===== src/rtl/bist_pattern_engine.sv =====
// BIST pattern engine: drives LFSR or counter patterns into a circuit under test
// and compacts its responses into a MISR signature for comparison against a golden value.
module bist_pattern_engine #(
    parameter int unsigned       PAT_W     = 4,
    parameter int unsigned       RESP_W    = 4,
    parameter int unsigned       NUM_PAT   = 15,
    parameter logic [PAT_W-1:0]  LFSR_TAPS = PAT_W'(4'b1100),
    parameter logic [PAT_W-1:0]  LFSR_SEED = PAT_W'(4'b0001),
    parameter logic [RESP_W-1:0] MISR_TAPS = RESP_W'(4'b1100)
) (
    input  logic              clk,
    input  logic              rst,
    input  logic              start,
    input  logic              mode,
    input  logic [RESP_W-1:0] golden,
    output logic [PAT_W-1:0]  pat_out,
    input  logic [RESP_W-1:0] resp_in,
    output logic              busy,
    output logic              done,
    output logic [RESP_W-1:0] signature,
    output logic              pass
);

    typedef enum logic [1:0] {
        IDLE,
        RUN,
        DONE
    } state_t;

    localparam logic [15:0] LAST_IDX = 16'(NUM_PAT - 1);

    state_t      state;
    state_t      state_next;
    logic        load;
    logic        capture;
    logic        mode_q;
    logic [15:0] idx;

    always_ff @(posedge clk) begin
        if (rst) begin
            state <= IDLE;
        end else begin
            state <= state_next;
        end
    end

    always_comb begin
        state_next = state;
        load       = 1'b0;
        capture    = 1'b0;
        busy       = 1'b0;
        done       = 1'b0;
        case (state)
            IDLE, DONE: begin
                done = (state == DONE);
                if (start) begin
                    load       = 1'b1;
                    state_next = RUN;
                end
            end
            RUN: begin
                busy    = 1'b1;
                capture = 1'b1;
                if (idx == LAST_IDX) begin
                    state_next = DONE;
                end
            end
            default: state_next = IDLE;
        endcase
    end

    // Pattern and signature advance together once per RUN cycle; both hold in IDLE/DONE.
    always_ff @(posedge clk) begin
        if (rst) begin
            pat_out   <= '0;
            signature <= '0;
            idx       <= '0;
            mode_q    <= 1'b0;
        end else if (load) begin
            mode_q    <= mode;
            pat_out   <= mode ? '0 : LFSR_SEED;
            signature <= '0;
            idx       <= '0;
        end else if (capture) begin
            signature <= {signature[RESP_W-2:0], ^(signature & MISR_TAPS)} ^ resp_in;
            if (mode_q) begin
                pat_out <= pat_out + PAT_W'(1);
            end else begin
                pat_out <= {pat_out[PAT_W-2:0], ^(pat_out & LFSR_TAPS)};
            end
            idx <= idx + 16'd1;
        end
    end

    assign pass = (state == DONE) && (signature == golden);

endmodule


===== config.mk =====
export PLATFORM = sky130hd
export DESIGN_NAME = bist_pattern_engine
export DESIGN_NICKNAME = d
export VERILOG_FILES = /design/src/rtl/bist_pattern_engine.sv
export SDC_FILE = /design/constraint.sdc
export NUM_CORES = 1
export LEC_CHECK = 0
export CAP_MARGIN = 10
export CORE_MARGIN = 1.5
export CORE_UTILIZATION = 40
export CTS_CLUSTER_DIAMETER = 100
export DETAILED_ROUTE_END_ITERATION = 8
export MAX_ROUTING_LAYER = met4
export SYNTH_ARGS = -nofsm -noshare
export SYNTH_HDL_FRONTEND = slang
export SYNTH_SLANG_ARGS = --single-unit

===== constraint.sdc =====
create_clock -name clk -period 1.86 [get_ports clk]
set_input_delay 0.279 -clock clk [delete_from_list [all_inputs] [get_ports clk]]
set_output_delay 0.279 -clock clk [all_outputs]
set_load 0.005 [all_outputs]

; ---- Word-level counts from Yosys, hierarchy flattened
; Cells that the tools add are included.
[classes]
n_addsub = 2
n_eq_ne = 6
n_mux = 11
bitwise = 1
n_reduce_logical = 8
[ops]
columns = operator, count
row1 = adder 16 x 1 -> 16 bit (second input constant), 1
row2 = equality test 16 x 4 -> 1 bit (second input constant), 1
row3 = 2-to-1 mux 4 bit, 3
row4 = parity 4 bit, 2
row5 = 2-to-1 mux 1 bit, 5
row6 = adder 4 x 1 -> 4 bit (second input constant), 1
row7 = equality test 4 bit, 1
row8 = 2-to-1 mux 2 bit, 2
row9 = != test 2 bit (second input constant), 2
row10 = one-hot mux 2 bit (2 select lines), 1
row11 = OR reduction 2 bit, 2
row12 = XOR 4 bit, 1
row13 = equality test 2 x 1 -> 1 bit (second input constant), 1
row14 = equality test 2 bit (second input constant), 1
row15 = logical NOT 2 bit, 1
row16 = AND reduction 2 bit, 1
row17 = nonzero test 2 bit, 1
row18 = logical AND 1 bit, 1
[totals]
regBits = 27
in_bits = 12
output_inout_bits = 11

; ---- Longest topological paths before layout
; Gate-level depths: netlist of the first run.
[logic_depth]
word_depth = 4
ltp_mapped = 6
mapped_depth_nobuf = 6

; ---- Worst setup path before layout of the first run
; No wires, ideal clock.
[synth_path]
kind = register -> register
startpoint = reg idx[1]
endpoint = reg idx[14]
t_arrival_ps = 1561
required_ps = 1790
path_slack_ps = 229
stages_incl_launch_ff = 6
synth_period_minus_slack_ps = 1631
path_cell_list = dfxtp_1 > ha_1 > nand3_1 > or2_1 > or4_1 > a21oi_1
[synth_between]
elab_chain_cells = 1
[synth_rtl]
columns = item, line_no
row1 = start: declaration, 37  ; logic [15:0] idx;
row2 = start signal: assignment, 91  ; idx <= idx + 16'd1;
row3 = adder 16 x 1 -> 16 bit, 91
; No other way between the ends.
; A chain may end at the register's enable or synchronous reset.

; ---- Worst setup path in the final report of the first run
[layout_path]
startpoint = reg state[0]
endpoint = out done
[layout_between]
elab_chain_cells = 3
elab_cells_between_ends = 4
cone_classes = eq/ne (1) / mux (1) / reduce/logical (2)
[layout_rtl]
columns = item, line_no
row1 = start: declaration, 32  ; state_t state;
row2 = start signal: assignment, 43  ; state <= state_next;
row3 = equality test 2 bit / logical NOT 2 bit (equally long branches), "53, 55"
row4 = OR reduction 2 bit, 53  ; case (state)
row5 = 2-to-1 mux 1 bit *, 53
row6 = end: declaration, 19  ; output logic done,
; Mark *: on every way between the ends. The rest lies on a longest branch, timed or not.

==> metrics.csv, run 1 <==
stage;metric;value;unit
clock_tree;Clk Latency, worst-skew pair;320;ps
power_and_ir_drop;PwrDens;597.9;mW/mm^2
route;WL met3;94;um
yosys;synth top area cells;dfxtp_1, xnor2_1, xor2_1;
timing;final setup fails;0;
timing;Final Hold Viols;0;
timing;Slew @ Worst Pin;324.4;ps
timing;clock skew;4.824;ps
clock_tree;Clk pin slew, worst setup/hold paths;140;ps
clock_tree;Post-CTS Setup Inserts;0;
finish;fin util;0.5200;
route;met2 routed WL;1357;um
setup_path;path depth of the worst reg2reg path;5;
setup_path;FF-to-FF End;idx[14]$_SDFFE_PP0N_;
yosys;Post-Synthesis Cells;160;
yosys;Synth Flop Type;dfxtp_1;
yosys;most area-hungry cell type in the Yosys netlist;dfxtp_1;
worst_hold_path;Hold Path End;idx[15]$_SDFFE_PP0N_;
clock_tree;TritonCTS clock tree;done;
route;number of vias per cell;5.141;
setup_path;CP Launch Type;flop;
placed_design;Final GP Congestion;0.7738;
route;First-pass DRT Iterations;4;
clock_tree;clk buf depth;2;
grt;largest net degree at the start of global routing;21;
finish;most common cell after layout, fill and taps aside;dfxtp_1;
setup_path;reg2reg start;idx[0]$_SDFFE_PP0N_;
floorplan;core box area;0.003311;mm^2
placed_design;Post-Place Setup Slack;-46.96;ps
timing;setup TNS;0;ps
grt;Tot GR Track Use;0.1705;
grt;total grt overflow;0;
finish;Area Growth Syn to Fin;25.20;%
floorplan;die area;0.003798;mm^2
worst_hold_path;HP Class;flop to flop;
route;WL met1;1324;um
timing;RSZ-0062 raised after global routing;no;
yosys;Yosys warnings;0;
yosys;syn_area_per_cell;8.594;um^2
floorplan;Rows;21;
worst_hold_path;min-delay src;idx[15]$_SDFFE_PP0N_;
route;Detailed Route Iter0 Violations;45;
finish;final-stage net count;204;
clock_tree;Root Driver;clkbuf_4;
yosys;Synth top area share;0.3931;
yosys;Post-synth EDFFs;0;
timing;PnR worst setup slack;129.9;ps
floorplan;Ports;23;
grt;initial antenna violation count;0;
yosys;syn_nets;175;
placed_design;port buffer count;22;
floorplan;starting density of the core;0.4153;
route;# DRC;0;
worst_hold_path;Worst Hold Path Cells;2;
timing;Worst slew margin;0.7817;
setup_path;slowest CP cell;clkdlybuf4s50_1;
timing;period utilization;0.9302;
setup_path;critical path peak fanout;7;
grt;vias in the first global route;1030;
setup_path;WP data required;1580;ps
finish;share of cells above drive strength 1;0.1117;
placed_design;dpl hpwl;2118;um
timing;Max Slew Vio Count;0;
setup_path;r2r setup slk;180;ps
route;via count;1203;
floorplan;Die Y;61.63;um
yosys;Distinct cells, synth;36;
flow_run;MaxCap Viol Count;0;
setup_path;CP Cell Sequence;nand2b_1 > inv_1 > clkdlybuf4s50_1;
placed_design;Cells after DPL;230;
finish;commonest cells after routing, fill and taps aside;dfxtp_1, clkdlybuf4s50_1, nor2_1;
yosys;ys async rst share;0;
yosys;sequential area share after synthesis;0.3931;
setup_path;WS Path Type;flop to output port;
route;final WL;2791;um
clock_tree;CTS sink count;27;
setup_path;crit path DAT;1450;ps
timing;Hold Worst Slack;502.0;ps
finish;Antenna Cells;0;
timing;fmax;578.0;MHz
clock_tree;total CTS buffers;3;
route;Top Metal Used;met4;
yosys;Cell Area, Synth;0.001375;mm^2
power_and_ir_drop;worst vdd ir;0.3172;mV
outcome;status;complete, no violations;
grt;first-pass GRT wire length;4650;um
timing;clock period minus worst slack;1730;ps
finish;non-filler instance count after layout;234;
route;WL/cell;11.93;um
route;ANT nets after route;0;
finish;FILL cells;323;
setup_path;Worst setup EP type;output port;
setup_path;Crit path largest cell delay;490;ps
power_and_ir_drop;leakage;0.6153;nW
clock_tree;H-tree depth;1;
floorplan;Die Width;61.63;um
yosys;Synth Register Bits;27;
-- layout make-up --
cell class / count / area, um^2 / area share
clock buffers: 4 / 26.28 / 0.01526
inverters: 4 / 15.01 / 0.008721
multi-input cells: 123 / 794.5 / 0.4615
flip-flops and latches: 27 / 550.5 / 0.3198
well taps: 46 / 57.56 / 0.03343
repair buffers: 30 / 277.8 / 0.1613
-- what timing repair did --
action / in CTS / in global routing
resized for setup: 9 / 0
hold buffers: 0 / 0
endpoints found under the setup margin: 2 / 0
-- synthesized netlist by cell type, types with 2 or more instances --
cell type and number:
dfxtp_1 27, nor2_1 18, nand2_1 13, xnor2_1 12
a21oi_1 9, xor2_1 9, nand3_1 7, nand4_1 7
nor3_1 6, a211oi_1 5, clkbuf_1 4, inv_1 4
o21ai_0 4, and3_1 3, ha_1 3, nand2b_1 3
nor4_1 3, and4_1 2, buf_2 2, mux2_2 2
or3_1 2
-- registers in the layout (all words and copies together), names as in the netlist --
register	count
signature	4
mode_q	1
pat_out	4
idx	16
state	2
-- critical path: cells and delay by family (launching register included) --
family	cells	cell delay, ps
buffers and inverters	2	560
DFF	1	390
and+or+nand+nor	1	190
-- how the worst max path moves through the flow --
stage	start	to	slack (ps)	cells past startpoint
floorplan	idx[1]$_SDFFE_PP0N_	idx[14]$_SDFFE_PP0N_	230	5
global placement	golden[3]	pass	-40	5
detailed placement	golden[2]	pass	-50	5
CTS	state[0]$_SDFFE_PP0P_	done	110	3
global route	state[0]$_SDFFE_PP0P_	done	40	3
finish	state[0]$_SDFFE_PP0P_	done	130	3
-- layer usage --
layer	up-vias	track usage
met5	-	-
met3	2	0.04412
li1	628	-
met4	0	0.04559
met2	16	0.2692
met1	557	0.2161
-- logic make-up after synthesis --
logic type,synth area share
AND/OR/NAND/NOR,0.2930
flip-flops,0.3931
AO/OA/AOI/OAI,0.1074
XOR/XNOR,0.1338
buffers and inverters,0.02911
adder cells (fa/ha/maj),0.02730
multiplexers,0.01638
-- per-stage QoR --
stage	power (W)	instance area, um^2
after floorplan	0.0007152	1375
after global placement	0.0007916	1688
after detailed placement	0.0007956	1688
after CTS	0.001046	1722
after global routing	0.001094	1722
final	0.001029	1722
-- where the power goes --
part / total, W / switching (W) / internal [W]
logic: 0.000165 / 0.0000719 / 0.0000933
clock network: 0.000248 / 0.000164 / 0.0000839
registers: 0.000616 / 0.0000217 / 0.000594
total: 0.00103 / 0.000258 / 0.000771
Power figures use the tool's default switching activity.
==> inputs of run 2 (changes only) <==
SKIP_CTS_REPAIR_TIMING = 1   (was unset)
==> run 2 against run 1 <==
Core utilization increased by 1.1 points. Via count increased by 0.83%. Fmax increased by 1.2%. Largest cell class unchanged. Largest power group unchanged.
==> metrics.csv, run 2 (same netlist as run 1, synthesis figures left out) <==
stage;metric;value;unit;change
clock_tree;Root Driver;clkbuf_4;;
finish;most common cell after layout, fill and taps aside;dfxtp_1;;
outcome;status;complete, no violations;;
grt;largest net degree at the start of global routing;21;;unchanged
setup_path;WS Path Type;flop to output port;;
route;final WL;2835;um;+1.6%
power_and_ir_drop;switch share;0.2502;;-0.0003566
setup_path;critical path peak fanout;4;;-3
route;number of vias per cell;5.097;;-0.86%
finish;final-stage net count;208;;+2.0%
floorplan;Rows;21;;unchanged
finish;max reg flops;16;;unchanged
clock_tree;clk buf depth;2;;unchanged
floorplan;die area;0.003798;mm^2;unchanged
floorplan;starting density of the core;0.4153;;unchanged
timing;Max Slew Vio Count;0;;unchanged
finish;Design Area, Final;0.001757;mm^2;+2.0%
placed_design;Final GP Congestion;0.7738;;unchanged
route;# DRC;0;;unchanged
power_and_ir_drop;Combinational Power Share;0.171;;+0.011
setup_path;Worst setup EP type;output port;;
clock_tree;TritonCTS clock tree;done;;
placed_design;Post-Place Setup Slack;-46.96;ps;unchanged
clock_tree;Clk Latency, worst-skew pair;320;ps;about the same
clock_tree;Clk pin slew, worst setup/hold paths;140;ps;about the same
power_and_ir_drop;Internal;0.0007810;W;+1.2%
power_and_ir_drop;clock network fraction of total power;0.239;;-0.002
finish;commonest cells after routing, fill and taps aside;dfxtp_1, clkdlybuf4s50_1, nor2_1;;
finish;non-filler instance count after layout;238;;+1.7%
power_and_ir_drop;PwrDens;593.0;mW/mm^2;-0.82%
route;First-pass DRT Iterations;4;;unchanged
finish;share of cells above drive strength 1;0.1302;;+0.01851
finish;Area Growth Syn to Fin;27.75;%;
floorplan;Ports;23;;unchanged
finish;Antenna Cells;0;;unchanged
timing;PnR worst setup slack;149.7;ps;+19.78 ps
route;ANT nets after route;0;;unchanged
route;Detailed Route Iter0 Violations;39;;-13%
grt;first-pass GRT wire length;4650;um;unchanged
placed_design;dpl hpwl;2118;um;unchanged
timing;setup TNS;0;ps;unchanged
floorplan;Die Y;61.63;um;unchanged
setup_path;WP data required;1580;ps;about the same
placed_design;placed inst area;0.001688;mm^2;unchanged
placed_design;port buffer count;22;;unchanged
finish;area occupied by multi-input gates;794.5;um^2;unchanged
finish;Storage cell area;548.0;um^2;-0.45%
setup_path;crit path DAT;1430;ps;-20 ps
grt;initial antenna violation count;0;;unchanged
finish;fin util;0.5306;;+0.01058
timing;Worst slew margin;0.7817;;unchanged
timing;fmax;584.7;MHz;+1.2%
clock_tree;H-tree depth;1;;unchanged
timing;clock skew;5.744;ps;+0.9200 ps
flow_run;MaxCap Viol Count;0;;unchanged
clock_tree;total CTS buffers;3;;unchanged
power_and_ir_drop;sequential share of power;0.591;;-0.007
timing;period utilization;0.9195;;-0.01064
finish;Biggest register;idx;;
route;via count;1213;;+0.83%
timing;clock period minus worst slack;1710;ps;-19.78 ps
floorplan;core box area;0.003311;mm^2;unchanged
grt;vias in the first global route;1030;;unchanged
power_and_ir_drop;leakage;0.6600;nW;+7.3%
finish;FILL cells;319;;-1.2%
worst_hold_path;HP Class;flop to flop;;
timing;Final Hold Viols;0;;unchanged
finish;Largest regs;idx: 16 flops, pat_out: 4 flops, signature: 4 flops;;
placed_design;Cells after DPL;230;;unchanged
setup_path;CP Launch Type;flop;;
power_and_ir_drop;P_sw;0.0002606;W;+1.1%
clock_tree;CTS sink count;27;;unchanged
route;WL/cell;11.91;um;-0.13%
timing;final setup fails;0;;unchanged
timing;RSZ-0062 raised after global routing;no;;
power_and_ir_drop;worst vdd ir;0.3244;mV;+2.3%
grt;Tot GR Track Use;0.1705;;unchanged
grt;total grt overflow;0;;unchanged
floorplan;Die Width;61.63;um;unchanged
timing;Slew @ Worst Pin;324.4;ps;+0.0001192 ps
run 2: cell types whose count changed in the layout (fill, tap and decap cells not counted), sizes merged:
cell and change:
buf +4, dlygate4sd2 -2, dlymetal6s2s +2
run 2: layout make-up:
cell class              count  area share
well taps                  46     0.03276
clock buffers               4     0.01496
flip-flops and latches     27      0.3120
inverters                   4    0.008547
repair buffers             34      0.1795
multi-input cells         123      0.4523
run 2: stage by stage:
step                power [W]  hold slack [ps]
finish               0.001042            501.5
global route         0.001106            532.3
CTS                  0.001047            512.6
detailed placement  0.0007956            488.3
global placement    0.0007916            483.6
floorplan           0.0007152            378.6
run 2: routing by layer:
metal | global-route usage | up-vias | routed length (um)
li1 | - | 635 | -
met1 | 0.2161 | 559 | 1336
met2 | 0.2692 | 17 | 1385
met3 | 0.04412 | 2 | 96
met4 | 0.04559 | 0 | 15
met5 | - | - | 0
run 2: power by group through the flow:
stage          registers, W   logic, W  clock network, W
2_1_floorplan      0.000625  0.0000905                 0
3_3_place_gp       0.000628   0.000164                 0
3_5_place_dp       0.000629   0.000167                 0
4_1_cts            0.000616   0.000168          0.000263
5_1_grt            0.000619   0.000195          0.000293
6_report           0.000615   0.000178          0.000249
run 2: path summary, 6_finish.rpt:
| kind | start | end | slack (ps) | cells past startpoint |
|---|---|---|---|---|
| setup / recovery | state[0]$_SDFFE_PP0P_ | done | 150 | 3 |
| hold / removal | idx[15]$_SDFFE_PP0N_ | idx[15]$_SDFFE_PP0N_ | 500 | 2 |
| setup reg to reg | idx[0]$_SDFFE_PP0N_ | idx[14]$_SDFFE_PP0N_ | 180 | 5 |
| hold reg to reg | idx[15]$_SDFFE_PP0N_ | idx[15]$_SDFFE_PP0N_ | 500 | 2 |
run 2: worst max-delay path, cell delays in order (launching register included):
cell,delay [ps]
dfxtp_4,370
nand2b_1,180
inv_1,70
clkdlybuf4s50_1,490
==> inputs of run 3 (changes only) <==
CORE_MARGIN = unset   (was 1.5)
==> run 3 against run 2 <==
Largest cell class unchanged. Critical endpoint unchanged. Combinational power is 2% lower. Power is essentially flat. Routed wire length increased by 3.4%. Clock power increased by 2%.
==> metrics.csv, run 3 (same netlist as run 1, synthesis figures left out) <==
stage;metric;value;unit;change
setup_path;CP bufs+invs;2;;unchanged
setup_path;WS Path Type;flop to output port;;
setup_path;CP delay by family, top;buffers and inverters;;
route;First-pass DRT Iterations;4;;unchanged
setup_path;WP data required;1580;ps;about the same
route;# DRC;0;;unchanged
timing;RSZ-0062 raised after global routing;no;;
timing;Final Hold Viols;0;;unchanged
clock_tree;clk buf depth;2;;unchanged
floorplan;starting density of the core;0.4361;;+0.02077
grt;largest net degree at the start of global routing;21;;unchanged
grt;total grt overflow;0;;unchanged
finish;final-stage net count;206;;-0.96%
floorplan;Die Y;60.63;um;-1.6%
grt;vias in the first global route;1098;;+6.6%
timing;Max Slew Vio Count;0;;unchanged
floorplan;core box area;0.003153;mm^2;-4.8%
flow_run;MaxCap Viol Count;0;;unchanged
grt;initial antenna violation count;0;;unchanged
setup_path;slowest CP cell;clkdlybuf4s50_1;;
timing;clock skew;5.896;ps;+0.1519 ps
power_and_ir_drop;leakage;0.6511;nW;-1.3%
grt;Tot GR Track Use;0.1852;;+0.01469
outcome;status;complete, no violations;;
timing;Slew @ Worst Pin;328.9;ps;+4.449 ps
setup_path;CP Cell Sequence;nand2b_1 > inv_1 > clkdlybuf4s50_1;;
power_and_ir_drop;PwrDens;600.1;mW/mm^2;+1.2%
floorplan;Ports;23;;unchanged
placed_design;Final GP Congestion;0.8269;;+6.9%
timing;clock period minus worst slack;1750;ps;+39.22 ps
finish;share of cells above drive strength 1;0.1053;;-0.02495
route;Detailed Route Iter0 Violations;65;;+67%
power_and_ir_drop;Final Total Pwr;0.001042;W;about the same
grt;first-pass GRT wire length;4968;um;+6.8%
timing;fmax;571.6;MHz;-2.2%
route;WL/cell;12.53;um;+5.2%
route;ANT nets after route;0;;unchanged
route;number of vias per cell;5.175;;+1.5%
clock_tree;Root Driver;clkbuf_4;;
setup_path;Crit path largest cell delay;500;ps;about the same
finish;Area Growth Syn to Fin;26.30;%;
placed_design;dpl hpwl;2122;um;+0.16%
setup_path;critical path peak fanout;7;;+3
finish;fin util;0.5508;;+0.02018
clock_tree;Clk Latency, worst-skew pair;320;ps;about the same
power_and_ir_drop;worst vdd ir;0.5035;mV;+55%
worst_hold_path;HP Class;flop to flop;;
clock_tree;H-tree depth;1;;unchanged
floorplan;Die Width;60.63;um;-1.6%
finish;most common cell after layout, fill and taps aside;dfxtp_1;;
finish;Biggest register;idx;;
route;via count;1211;;-0.16%
setup_path;Worst setup EP type;output port;;
floorplan;Rows;20;;-4.8%
placed_design;port buffer count;22;;unchanged
clock_tree;CTS sink count;27;;unchanged
timing;Worst slew margin;0.7787;;-0.002994
clock_tree;total CTS buffers;3;;unchanged
floorplan;die area;0.003676;mm^2;-3.2%
clock_tree;TritonCTS clock tree;done;;
timing;period utilization;0.9406;;+0.02109
finish;max reg flops;16;;unchanged
finish;commonest cells after routing, fill and taps aside;dfxtp_1, clkdlybuf4s50_1, nor2_1;;
finish;Largest regs;idx: 16 flops, pat_out: 4 flops, signature: 4 flops;;
finish;Antenna Cells;0;;unchanged
setup_path;crit path DAT;1470;ps;+40 ps
timing;final setup fails;0;;unchanged
setup_path;CP Launch Type;flop;;
route;final WL;2931;um;+3.4%
clock_tree;Clk pin slew, worst setup/hold paths;140;ps;about the same
==> run 3: cell type report <==
type | instances | area (um^2)
Fill cell | 317 | 1416
Multi-Input combinational cell | 123 | 794.5
Tap cell | 44 | 55.05
Inverter | 4 | 15.01
Timing Repair Buffer | 32 | 300.3
Clock buffer | 4 | 26.28
Sequential cell | 27 | 545.5
==> run 3: stage by stage <==
step           area, um^2  instances  worst slack, ps  hold WS (ps)  setup TNS [ps]
2_1_floorplan        1375        160            228.5         378.6               0
3_3_place_gp         1700        230           -27.01         476.9          -27.01
3_5_place_dp         1700        230           -70.75         491.3          -70.75
4_1_cts              1727        234           -102.2         510.4          -193.8
5_1_grt              1737        234            18.48         539.1               0
6_report             1737        234            110.5         510.6               0
==> run 3: power by group <==
part           leakage [nW]  internal [W]  switching (W)
clock                0.0150     0.0000840       0.000169
combinational         0.416     0.0000976      0.0000764
sequential            0.220      0.000594      0.0000203
total                 0.651      0.000776       0.000266
==> run 3: worst register-to-register path: stages (launching register included) <==
cell and delay (ps):
dfxtp_1 360, ha_1 190, nand3_1 110, or2_1 270
or4_1 510, a21oi_1 140
==> run 3: worst paths after layout <==
path	slack (ps)	cells past startpoint	endpoint	startpoint
setup / recovery	110	3	done	state[0]$_SDFFE_PP0P_
setup reg to reg	230	5	idx[14]$_SDFFE_PP0N_	idx[0]$_SDFFE_PP0N_
hold reg to reg	510	2	idx[14]$_SDFFE_PP0N_	idx[14]$_SDFFE_PP0N_
hold / removal	510	2	idx[14]$_SDFFE_PP0N_	idx[14]$_SDFFE_PP0N_
==> run 3: per-layer routing <==
metal  track usage  part of all wire  vias to the layer above
met3       0.04478             0.035                        2
li1              -                 -                      633
met2        0.2936              0.45                       23
met4       0.02922            0.0072                        0
met5             -                 0                        -
met1        0.2441              0.51                      553
